## src/rtl/bmp280_pkg.sv

```systemverilog
// Shared types and constants for the BMP280 transaction sequencer.
package bmp280_pkg;

    localparam int unsigned BYTE_W    = 8;
    localparam int unsigned NUM_BYTES = 4;
    localparam int unsigned RAW_W     = 20;
    localparam int unsigned CNT_W     = 32;

    typedef enum logic [3:0] {
        IDLE,
        ID_REQ,
        ID_WAIT,
        CFG_REQ,
        CFG_WAIT,
        PERIOD_WAIT,
        P_REQ,
        P_WAIT,
        T_REQ,
        T_WAIT,
        PUBLISH,
        FAULT
    } state_t;

    // Byte 0 goes out first on the wire and carries the register address.
    typedef logic [NUM_BYTES-1:0][BYTE_W-1:0] spi_bytes_t;

    localparam logic [BYTE_W-1:0] REG_ID        = 8'hD0;
    localparam logic [BYTE_W-1:0] REG_CTRL_MEAS = 8'hF4;
    localparam logic [BYTE_W-1:0] REG_CONFIG    = 8'hF5;
    localparam logic [BYTE_W-1:0] REG_PRESS_MSB = 8'hF7;
    localparam logic [BYTE_W-1:0] REG_TEMP_MSB  = 8'hFA;
    localparam logic [BYTE_W-1:0] CHIP_ID       = 8'h58;
    localparam logic [BYTE_W-1:0] READ_BIT      = 8'h80;
    localparam logic [1:0]        SPI_WORDS     = 2'b11;

    // Build a transaction payload from its four bytes in wire order.
    function automatic spi_bytes_t pack_bytes(input logic [BYTE_W-1:0] b0,
                                              input logic [BYTE_W-1:0] b1,
                                              input logic [BYTE_W-1:0] b2,
                                              input logic [BYTE_W-1:0] b3);
        spi_bytes_t r;
        r[0] = b0;
        r[1] = b1;
        r[2] = b2;
        r[3] = b3;
        return r;
    endfunction

    // MSB, LSB and the upper XLSB nibble form the 20-bit raw ADC word.
    function automatic logic [RAW_W-1:0] raw20(input spi_bytes_t rx);
        return {rx[1], rx[2], rx[3][7:4]};
    endfunction

    // Counters stick at all-ones instead of wrapping.
    function automatic logic [CNT_W-1:0] sat_inc(input logic [CNT_W-1:0] v);
        return (v == '1) ? v : v + CNT_W'(1);
    endfunction

endpackage

```

## src/rtl/bmp280_sequencer_if.sv

```systemverilog
// Port bundle between the sequencer and the 4-byte SPI transaction controller.
interface bmp280_sequencer_if;
    import bmp280_pkg::*;

    logic       spi_start;
    logic [1:0] spi_data_words;
    logic       spi_tied_ss;
    spi_bytes_t spi_tx_data;
    spi_bytes_t spi_rx_data;
    logic       spi_done;

    modport master (
        output spi_start,
        output spi_data_words,
        output spi_tied_ss,
        output spi_tx_data,
        input  spi_rx_data,
        input  spi_done
    );

    modport slave (
        input  spi_start,
        input  spi_data_words,
        input  spi_tied_ss,
        input  spi_tx_data,
        output spi_rx_data,
        output spi_done
    );

endinterface

```

## src/rtl/bmp280_sequencer.sv

```systemverilog
// BMP280 sequencer: chip-ID check, configuration write, then periodic P/T burst reads.
module bmp280_sequencer
    import bmp280_pkg::*;
#(
    parameter logic [CNT_W-1:0]  SAMPLE_PERIOD = 32'd1_000_000,
    parameter logic [CNT_W-1:0]  TIMEOUT       = 32'd100_000,
    parameter logic [BYTE_W-1:0] CTRL_MEAS     = 8'h27,
    parameter logic [BYTE_W-1:0] CONFIG        = 8'h00
) (
    input  logic                      clk,
    input  logic                      rst,
    input  logic                      enable,
    bmp280_sequencer_if.master        spi,
    output logic [RAW_W-1:0]          raw_press,
    output logic [RAW_W-1:0]          raw_temp,
    output logic                      sample_valid,
    output logic                      id_ok,
    output logic                      error
);

    state_t            state_q, state_d;
    logic              done_q;
    logic [CNT_W-1:0]  tmo_q, tmo_d;
    logic [CNT_W-1:0]  per_q, per_d;
    logic              abort_q, abort_d;
    logic              start_q, start_d;
    spi_bytes_t        tx_q, tx_d;
    logic [RAW_W-1:0]  press_sh_q, press_sh_d;
    logic [RAW_W-1:0]  temp_sh_q, temp_sh_d;
    logic [RAW_W-1:0]  press_d, temp_d;
    logic              valid_d, id_ok_d, error_d;
    logic              done_rise, tmo_hit, quit;
    logic              unused_rx;

    assign spi.spi_data_words = SPI_WORDS;
    assign spi.spi_tied_ss    = 1'b1;
    assign spi.spi_start      = start_q;
    assign spi.spi_tx_data    = tx_q;

    // Byte 0 and the XLSB low nibble carry nothing we publish.
    assign unused_rx = ^{spi.spi_rx_data[0], spi.spi_rx_data[3][3:0]};

    assign done_rise = spi.spi_done & ~done_q;
    assign tmo_hit   = (tmo_q >= TIMEOUT - CNT_W'(1));
    assign quit      = abort_q | ~enable;

    // Next-state and registered-output decode.
    always_comb begin
        state_d    = state_q;
        start_d    = 1'b0;
        tx_d       = tx_q;
        tmo_d      = sat_inc(tmo_q);
        per_d      = sat_inc(per_q);
        abort_d    = 1'b0;
        press_sh_d = press_sh_q;
        temp_sh_d  = temp_sh_q;
        press_d    = raw_press;
        temp_d     = raw_temp;
        valid_d    = 1'b0;
        id_ok_d    = id_ok;
        error_d    = error;

        case (state_q)
            IDLE: begin
                if (enable && !error) state_d = ID_REQ;
            end

            ID_REQ, CFG_REQ, P_REQ, T_REQ: begin
                if (!enable) begin
                    state_d = IDLE;
                end else begin
                    start_d = 1'b1;
                    tmo_d   = '0;
                    case (state_q)
                        ID_REQ: begin
                            tx_d    = pack_bytes(REG_ID | READ_BIT, 8'h00, 8'h00, 8'h00);
                            state_d = ID_WAIT;
                        end
                        CFG_REQ: begin
                            tx_d    = pack_bytes(REG_CTRL_MEAS & ~READ_BIT, CTRL_MEAS,
                                                 REG_CONFIG & ~READ_BIT, CONFIG);
                            state_d = CFG_WAIT;
                        end
                        P_REQ: begin
                            tx_d    = pack_bytes(REG_PRESS_MSB | READ_BIT, 8'h00, 8'h00, 8'h00);
                            state_d = P_WAIT;
                        end
                        default: begin
                            tx_d    = pack_bytes(REG_TEMP_MSB | READ_BIT, 8'h00, 8'h00, 8'h00);
                            state_d = T_WAIT;
                        end
                    endcase
                end
            end

            ID_WAIT, CFG_WAIT, P_WAIT, T_WAIT: begin
                // A run request dropped mid-transaction is remembered until the transaction ends.
                abort_d = quit;
                if (done_rise) begin
                    if (quit) begin
                        state_d = IDLE;
                    end else begin
                        case (state_q)
                            ID_WAIT: begin
                                if (spi.spi_rx_data[1] == CHIP_ID) begin
                                    id_ok_d = 1'b1;
                                    state_d = CFG_REQ;
                                end else begin
                                    id_ok_d = 1'b0;
                                    error_d = 1'b1;
                                    state_d = FAULT;
                                end
                            end
                            CFG_WAIT: state_d = P_REQ;
                            P_WAIT: begin
                                press_sh_d = raw20(spi.spi_rx_data);
                                state_d    = T_REQ;
                            end
                            default: begin
                                temp_sh_d = raw20(spi.spi_rx_data);
                                state_d   = PUBLISH;
                            end
                        endcase
                    end
                end else if (tmo_hit) begin
                    if (quit) begin
                        state_d = IDLE;
                    end else begin
                        error_d = 1'b1;
                        state_d = FAULT;
                    end
                end
            end

            PERIOD_WAIT: begin
                if (!enable) begin
                    state_d = IDLE;
                end else if (per_q >= SAMPLE_PERIOD - CNT_W'(1)) begin
                    state_d = P_REQ;
                end
            end

            PUBLISH: begin
                press_d = press_sh_q;
                temp_d  = temp_sh_q;
                valid_d = 1'b1;
                state_d = enable ? PERIOD_WAIT : IDLE;
            end

            FAULT: begin
                if (!enable) begin
                    error_d = 1'b0;
                    id_ok_d = 1'b0;
                    state_d = IDLE;
                end
            end

            default: state_d = IDLE;
        endcase

        // Period is measured start-to-start, so it restarts as P_REQ is entered.
        if (state_d == P_REQ && state_q != P_REQ) per_d = '0;
    end

    // State, counters and done-edge register.
    always_ff @(posedge clk or posedge rst) begin
        if (rst) begin
            state_q <= IDLE;
            done_q  <= 1'b0;
            tmo_q   <= '0;
            per_q   <= '0;
            abort_q <= 1'b0;
        end else begin
            state_q <= state_d;
            done_q  <= spi.spi_done;
            tmo_q   <= tmo_d;
            per_q   <= per_d;
            abort_q <= abort_d;
        end
    end

    // Registered outputs and capture shadows.
    always_ff @(posedge clk or posedge rst) begin
        if (rst) begin
            start_q      <= 1'b0;
            tx_q         <= '0;
            press_sh_q   <= '0;
            temp_sh_q    <= '0;
            raw_press    <= '0;
            raw_temp     <= '0;
            sample_valid <= 1'b0;
            id_ok        <= 1'b0;
            error        <= 1'b0;
        end else begin
            start_q      <= start_d;
            tx_q         <= tx_d;
            press_sh_q   <= press_sh_d;
            temp_sh_q    <= temp_sh_d;
            raw_press    <= press_d;
            raw_temp     <= temp_d;
            sample_valid <= valid_d;
            id_ok        <= id_ok_d;
            error        <= error_d;
        end
    end

endmodule
```

## src/flat_wrapper.sv

```systemverilog
// flat-port wrapper written by rule: the top's interface ports become plain ports
module bmp280_sequencer_flat import bmp280_pkg::*;
#(
    parameter logic [CNT_W-1:0]  SAMPLE_PERIOD = 32'd1_000_000,
    parameter logic [CNT_W-1:0]  TIMEOUT       = 32'd100_000,
    parameter logic [BYTE_W-1:0] CTRL_MEAS     = 8'h27,
    parameter logic [BYTE_W-1:0] CONFIG        = 8'h00
)
  (clk, rst, enable, raw_press, raw_temp, sample_valid, id_ok, error, spi_spi_start, spi_spi_data_words, spi_spi_tied_ss, spi_spi_tx_data, spi_spi_rx_data, spi_spi_done);
  bmp280_sequencer_if spi_i ();
  input  logic clk;
  input  logic rst;
  input  logic enable;
  output logic [RAW_W-1:0] raw_press;
  output logic [RAW_W-1:0] raw_temp;
  output logic sample_valid;
  output logic id_ok;
  output logic error;
  output wire logic [$bits(spi_i.spi_start)-1:0] spi_spi_start;
  output wire logic [$bits(spi_i.spi_data_words)-1:0] spi_spi_data_words;
  output wire logic [$bits(spi_i.spi_tied_ss)-1:0] spi_spi_tied_ss;
  output wire logic [$bits(spi_i.spi_tx_data)-1:0] spi_spi_tx_data;
  input wire logic [$bits(spi_i.spi_rx_data)-1:0] spi_spi_rx_data;
  input wire logic [$bits(spi_i.spi_done)-1:0] spi_spi_done;
  assign spi_spi_start = spi_i.spi_start;
  assign spi_spi_data_words = spi_i.spi_data_words;
  assign spi_spi_tied_ss = spi_i.spi_tied_ss;
  assign spi_spi_tx_data = spi_i.spi_tx_data;
  assign spi_i.spi_rx_data = spi_spi_rx_data;
  assign spi_i.spi_done = spi_spi_done;
  bmp280_sequencer #(.SAMPLE_PERIOD(SAMPLE_PERIOD), .TIMEOUT(TIMEOUT), .CTRL_MEAS(CTRL_MEAS), .CONFIG(CONFIG)) u_core (.clk(clk), .rst(rst), .enable(enable), .spi(spi_i), .raw_press(raw_press), .raw_temp(raw_temp), .sample_valid(sample_valid), .id_ok(id_ok), .error(error));
endmodule
```

## config.mk

```make
export PLATFORM = sky130hd
export DESIGN_NAME = bmp280_sequencer_flat
export DESIGN_NICKNAME = d
export VERILOG_FILES = /design/src/rtl/bmp280_pkg.sv /design/src/rtl/bmp280_sequencer_if.sv /design/src/rtl/bmp280_sequencer.sv /design/src/flat_wrapper.sv
export SDC_FILE = /design/constraint.sdc
export NUM_CORES = 1
export LEC_CHECK = 0
export CAP_MARGIN = 20
export CORE_MARGIN = 2
export CORE_UTILIZATION = 55
export DETAILED_ROUTE_END_ITERATION = 6
export GPL_TIMING_DRIVEN = 0
export HOLD_SLACK_MARGIN = 0.05
export PLACE_DENSITY = 0.88
export SLEW_MARGIN = 25
export SYNTH_ARGS = -nofsm -noshare
export SYNTH_HDL_FRONTEND = slang
export SYNTH_SLANG_ARGS = --single-unit
export TNS_END_PERCENT = 10
```

## constraint.sdc

```tcl
create_clock -name clk -period 6.3 [get_ports clk]
set_input_delay 0.63 -clock clk [delete_from_list [all_inputs] [get_ports clk]]
set_output_delay 0.63 -clock clk [all_outputs]
set_load 0.02 [all_outputs]
```

**After elaboration in Yosys (flattened, before gate mapping)**

Index checks and enable logic that the tools add are counted.

- Word-level logic and storage cells: 103
- Flip-flop bits (word level): 186

- Order comparisons: 2
- Multiplexer cells: 37
- Bitwise logic cells: 6
- Reductions and logical operators: 13
- Equality and inequality tests: 26
- $add $sub $neg: 2

Operators by type and width:

| kind | count |
|---|---|
| $mux W32 | 5 |
| $pmux W23 S3 | 1 |
| $add A32 B1 Y32 const B | 2 |
| $eq A32 B32 Y1 const B | 2 |
| $mux W4 | 10 |
| $ge A32 B17 Y1 const B | 1 |
| $ge A32 B20 Y1 const B | 1 |
| $pmux W4 S3 | 2 |
| $pmux W4 S6 | 1 |
| $eq A4 B3 Y1 const B | 5 |
| $eq A4 B4 Y1 const B | 4 |
| $mux W1 | 15 |
| $ne A3 B3 Y1 const B | 4 |
| $eq A4 B2 Y1 const B | 2 |
| $eq A8 B7 Y1 const B | 1 |
| $reduce_and A4 Y1 | 2 |
| $reduce_or A4 Y1 | 2 |
| $reduce_and A7 Y1 | 1 |
| $ne A2 B2 Y1 const B | 3 |
| $reduce_and A5 Y1 | 1 |
| $eq A4 B1 Y1 const B | 1 |
| $logic_not A4 Y1 | 1 |
| $ne A2 B1 Y1 const B | 2 |
| $ne A4 B3 Y1 const B | 1 |
| other kinds (11) | 16 |

**Depth between registers and ports, before layout**

- Word-level depth: 9
- Depth in mapped cells: 10
- Gate-level depth less buffers: 7

**Worst setup path after synthesis**

No wires, ideal clock.

- Kind: flip-flop to flip-flop
- Start: register u_core.tmo_q[0]
- End: register u_core.per_q[0]
- Stages on the path, launching flop included: 11
- Data arrival time: 2142 ps
- Clock period less this slack: 2274 ps
- Path slack: 4026 ps
- Library setup time: 132 ps
- Required time: 6168 ps
- Cell sequence: dfrtp_1 > ha_1 > and4_1 > nor3_1 > or3_1 > buf_2 > nand4_1 > nor4bb_1 > buf_6 > buf_6 > a31oi_2

- Cells in the longest elaborated chain, start to end: 7

Ends and longest elaborated chain:

| what | RTL line | text |
|---|---|---|
| start: declaration | bmp280_sequencer.sv:23 | `logic [CNT_W-1:0] tmo_q, tmo_d;` |
| start signal: assignment | bmp280_sequencer.sv:176 | `tmo_q <= tmo_d;` |
| $ge A32 B17 Y1 (*) | bmp280_sequencer.sv:44 | `assign tmo_hit = (tmo_q >= TIMEOUT - CNT_W'(1));` |
| $mux W4 (*) | bmp280_sequencer.sv:125 | `end else if (tmo_hit) begin` |
| $mux W4 (*) | bmp280_sequencer.sv:99 | `if (done_rise) begin` |
| $pmux W4 S6 (*) | bmp280_sequencer.sv:63 | `case (state_q)` |
| $eq A4 B3 Y1 (*) | bmp280_sequencer.sv:162 | `if (state_d == P_REQ && state_q != P_REQ) per_d = '0;` |
| $logic_and A1 B1 Y1 (*) | bmp280_sequencer.sv:162 |  |
| $ne A2 B2 Y1 (no line) or $mux W32 (tied branches) | - |  |
| end signal: assignment | bmp280_sequencer.sv:177 | `per_q <= per_d;` |
| end: declaration | bmp280_sequencer.sv:24 | `logic [CNT_W-1:0] per_q, per_d;` |

Mark *: on every way between the ends. The rest lies on a longest branch, timed or not.
A chain may end at the register's enable or synchronous reset.

**Worst setup path after layout**

- Start: input enable
- End: register u_core.tmo_q[14]

- Cells in the longest elaborated chain, start to end: 2

Ends and longest elaborated chain:

| what | RTL line | text |
|---|---|---|
| start: declaration | flat_wrapper.sv:13 | `input logic enable;` |
| $mux W32 | bmp280_sequencer.sv:69 | `if (!enable) begin` |
| $mux W32 | bmp280_sequencer.sv:63 |  |
| net u_core.tmo_d[14] | bmp280_sequencer.sv:23 |  |

The timed path passes the listed nets, and every way through them passes these cells.

==> summary.txt <==
Global route
  – Vias in the first global route: between 6k and 7k
  – Total track usage: 25.0%
  – First-pass GRT wire length: 32.0 mm
  – Largest net degree at the start of global routing: 62
  – Total grt overflow: 0
  – Initial antenna violation count: 0

Logic synthesis
  – Synth Area in Compound Gates: between 10% and 20%
  – Post-synth top area share: 48.9%
  – Mux cell area share after synthesis: 11.7%
  – Simple-Gate Fraction of Synth Area: 16.2%
  – Post-synthesis register bit count: 162
  – Top cells by area, synth: dfrtp_1 49%, mux2_2 11%, a31oi_2 4.4%, xnor2_1 3.6%, buf_4 2.6%
  – Ys async rst share: 100%
  – Main combinational cell family by area after synthesis: simple AND/OR/NAND/NOR gates
  – Yosys cell types: 72
  – Mapped Area: 8300 µm²
  – Mean Syn Cell Area: 11.2 µm²
  – Ys Warns: 0
  – Synth Instances: ~740
  – Post-synthesis sequential area ratio: 48.9%
  – EDFF count, synth: 0
  – Synth Area in Adders: 0.302%
  – Cell taking the most area after synthesis: dfrtp_1
  – XOR/XNOR Fraction of Synth Area: under 10%
  – Primary FF master, synth: dfrtp_1

Worst setup path
  – Worst EP required: 6590 ps
  – Worst path bufs/invs: 5
  – Crit path arrival time: about 3000 ps
  – CP endpoint kind: flip-flop
  – CP delay by family, top: buffers and inverters
  – Slowest-stage cell, CP: clkdlybuf4s50_1
  – CP Launch Type: primary input
  – Cells along the critical path: clkdlybuf4s50_1, clkbuf_1, nand2b_1, inv_1, clkbuf_1, buf_1, nor2_1
  – CP Max Fanout: 10
  – CP most frequent cell: clkbuf_1
  – WS Path Type: in2reg
  – Max incr delay on CP: 650 ps

Die
  – Die area: 16,100 µm²
  – Io pins: 115
  – Die W: between 100 and 150 µm
  – Count of standard-cell rows: between 40 and 50
  – Starting Density: 56.7%
  – Core area: 14,600 µm²
  – Die height: approximately 130 µm

Final layout
  – Nets@finish: 903
  – Final core utilization: 69.0%
  – ANT cells: 0
  – Share of layout cells above drive strength 1: 23.7%
  – Area Overhead vs Synth: 21.8%
  – Final cell count without fillers: 1,062

Hold path
  – Min-delay worst type: reg2reg

CTS
  – TritonCTS clock tree: done
  – CTS Sinks: approximately 160
  – Setup bufs post-CTS: 0
  – Worst-skew pair later-pin latency: 430 ps
  – Post-CTS sizing: 0
  – Total CTS buffers: 17
  – Max Root-Sink Buffers: 2
  – Reg clk slew, reported paths: ~70 ps
  – Hold-fix buffers, CTS: 0
  – Root buffer cell: clkbuf_16
  – H-Tree Depth: 4

Routing
  – Via-per-instance ratio: between 5 and 6
  – WL per Instance: about 18 µm
  – DRT iter0 DRCs: 699
  – Post-route ant nets: 0
  – DR vias: about 6.3k
  – DRC viols: 0
  – Routed wire length: 19.4 mm
  – TritonRoute pass-1 iters: 5

Power
  – PwrDens: 393 nW/µm²
  – VDD IR max: ~290 µV
  – Leak Pwr: 4.33 nW

Place
  – Placed cells: between 1k and 1.5k
  – GP Congestion: 0.916
  – Final HPWL DP: roughly 13 mm
  – Post-place setup slack: roughly 3200 ps
  – # port buffers: 84

STA
  – Fin worst setup slack: around 3600 ps
  – Worst slew pin tran: 689 ps
  – Relative slew margins: around 54%
  – RSZ-0062 raised after global routing: no
  – Max Freq: 0.369 GHz
  – Final Slew Violations: 0
  – Final Skew: roughly 9.9 ps
  – Final Cycle Share: 43.0%
  – Final Critical Period: 2710 ps
  – Final hold vios: 0
  – Final setup violation count: 0

Status
  – Status: finished clean

Flow run
  – Max Cap Viol: 0
## stage by stage
| step | power (mW) | hold slack (ps) | TNS (ps) | cell area [µm²] |
|---|---|---|---|---|
| 6_report | 3.98 | 479 | 0 | 10100 |
| 3_3_place_gp | 2.85 | 462 | -127620 | 9430 |
| 3_5_place_dp | 2.89 | 467 | 0 | 9490 |
| 5_1_grt | 4.17 | 515 | 0 | 10100 |
| 4_1_cts | 3.98 | 482 | 0 | 10100 |
| 2_1_floorplan | 2.47 | 474 | 0 | 8360 |
## cell usage in the layout, fill, tap and decap left out, types with 17 or more instances in the layout
cell | synthesis | routed
nand4_1 | 17 | 17
conb_1 | 2 | 18
nand3_1 | 26 | 26
nor3_1 | 21 | 21
xnor2_1 | 34 | 34
buf_4 | 29 | 29
dfrtp_1 | 162 | 162
a31oi_2 | 29 | 29
clkbuf_16 | 0 | 17
nand2_1 | 51 | 51
clkbuf_1 | 24 | 24
nor2_1 | 44 | 44
o21ai_0 | 18 | 18
clkdlybuf4s50_1 | 0 | 84
mux2_2 | 81 | 81
## cells by family (layout without fill, tap and decap cells)
family	Yosys count	after routing
AND/OR/NAND/NOR	246	246
flip-flops	162	162
AO/OA/AOI/OAI	111	111
multiplexers	87	87
buffers and inverters	84	202
XOR/XNOR	50	50
adder cells (fa/ha/maj)	2	2
other	2	18
## path summary, 6_finish.rpt
path	slack [ps]	startpoint	endpoint	cells past startpoint
worst min-delay path	480	u_core.spi.spi_tx_data[7]	u_core.spi.spi_tx_data[7]	2
worst min register to register	480	u_core.spi.spi_tx_data[7]	u_core.spi.spi_tx_data[7]	2
worst max-delay path	3590	enable	u_core.tmo_q[14]	7
worst max register to register	3650	u_core.tmo_q[0]	u_core.per_q[1]	9
min in group asynchronous	580	rst	u_core.tmo_q[28]	2
max in group asynchronous	4790	rst	u_core.raw_press[1]	4
## power by group
part           switching [mW]  leakage (nW)  internal (mW)
registers               0.271          2.10           1.30
clock network           0.483         0.296          0.571
logic                   0.725          1.94          0.630
## per-layer routing
| layer | track usage, % | wire (µm) |
|---|---|---|
| met5 | 0 | 0 |
| met4 | 8.40 | 487 |
| met3 | 8.48 | 1670 |
| met2 | 40.1 | 9190 |
| met1 | 32.0 | 8100 |
## worst reg2reg max path: cells and delay by family, from the launching register on
kind / cells / cell delay, ps
fa+ha+maj: 1 / 220
simple gates: 4 / 1060
flops: 1 / 410
compound gates: 2 / 460
buf+inv: 2 / 390
## cell type report
type,instances,area [µm²]
plain buffers,73,449
clock buffers,17,425
clock inverters,15,189
fillers,1027,4540
inverters,11,48.8
multi-input cells,514,3810
flip-flops and latches,162,4050
well taps,184,230
repair buffers,86,896
## state kept, by name, summed over array words and instances, names as in the netlist, 4 cells and up
signal and flops:
u_core.spi.spi_tx_data 8, u_core.per_q 32, u_core.press_sh_q 20, u_core.tmo_q 32
u_core.raw_press 20, u_core.temp_sh_q 20, u_core.state_q 4, u_core.raw_temp 20
## cell usage after synthesis, types with 4 or more instances
cell type  instances
a21oi_1           15
a31oi_1            7
a31oi_2           29
and2_1             6
and3_1            13
and4_1             8
buf_2             11
buf_4             29
buf_6              7
clkbuf_1          24
dfrtp_1          162
inv_1             10
mux2_2            81
mux2i_1            6
nand2_1           51
nand2b_1          11
nand3_1           26
nand4_1           17
nor2_1            44
nor2b_1            4
nor3_1            21
nor4_1            16
o2111ai_1          4
o21ai_0           18
o22ai_1            4
or3_1              6
or4_1              7
xnor2_1           34
xor2_1            16
Power figures use the tool's default switching activity.
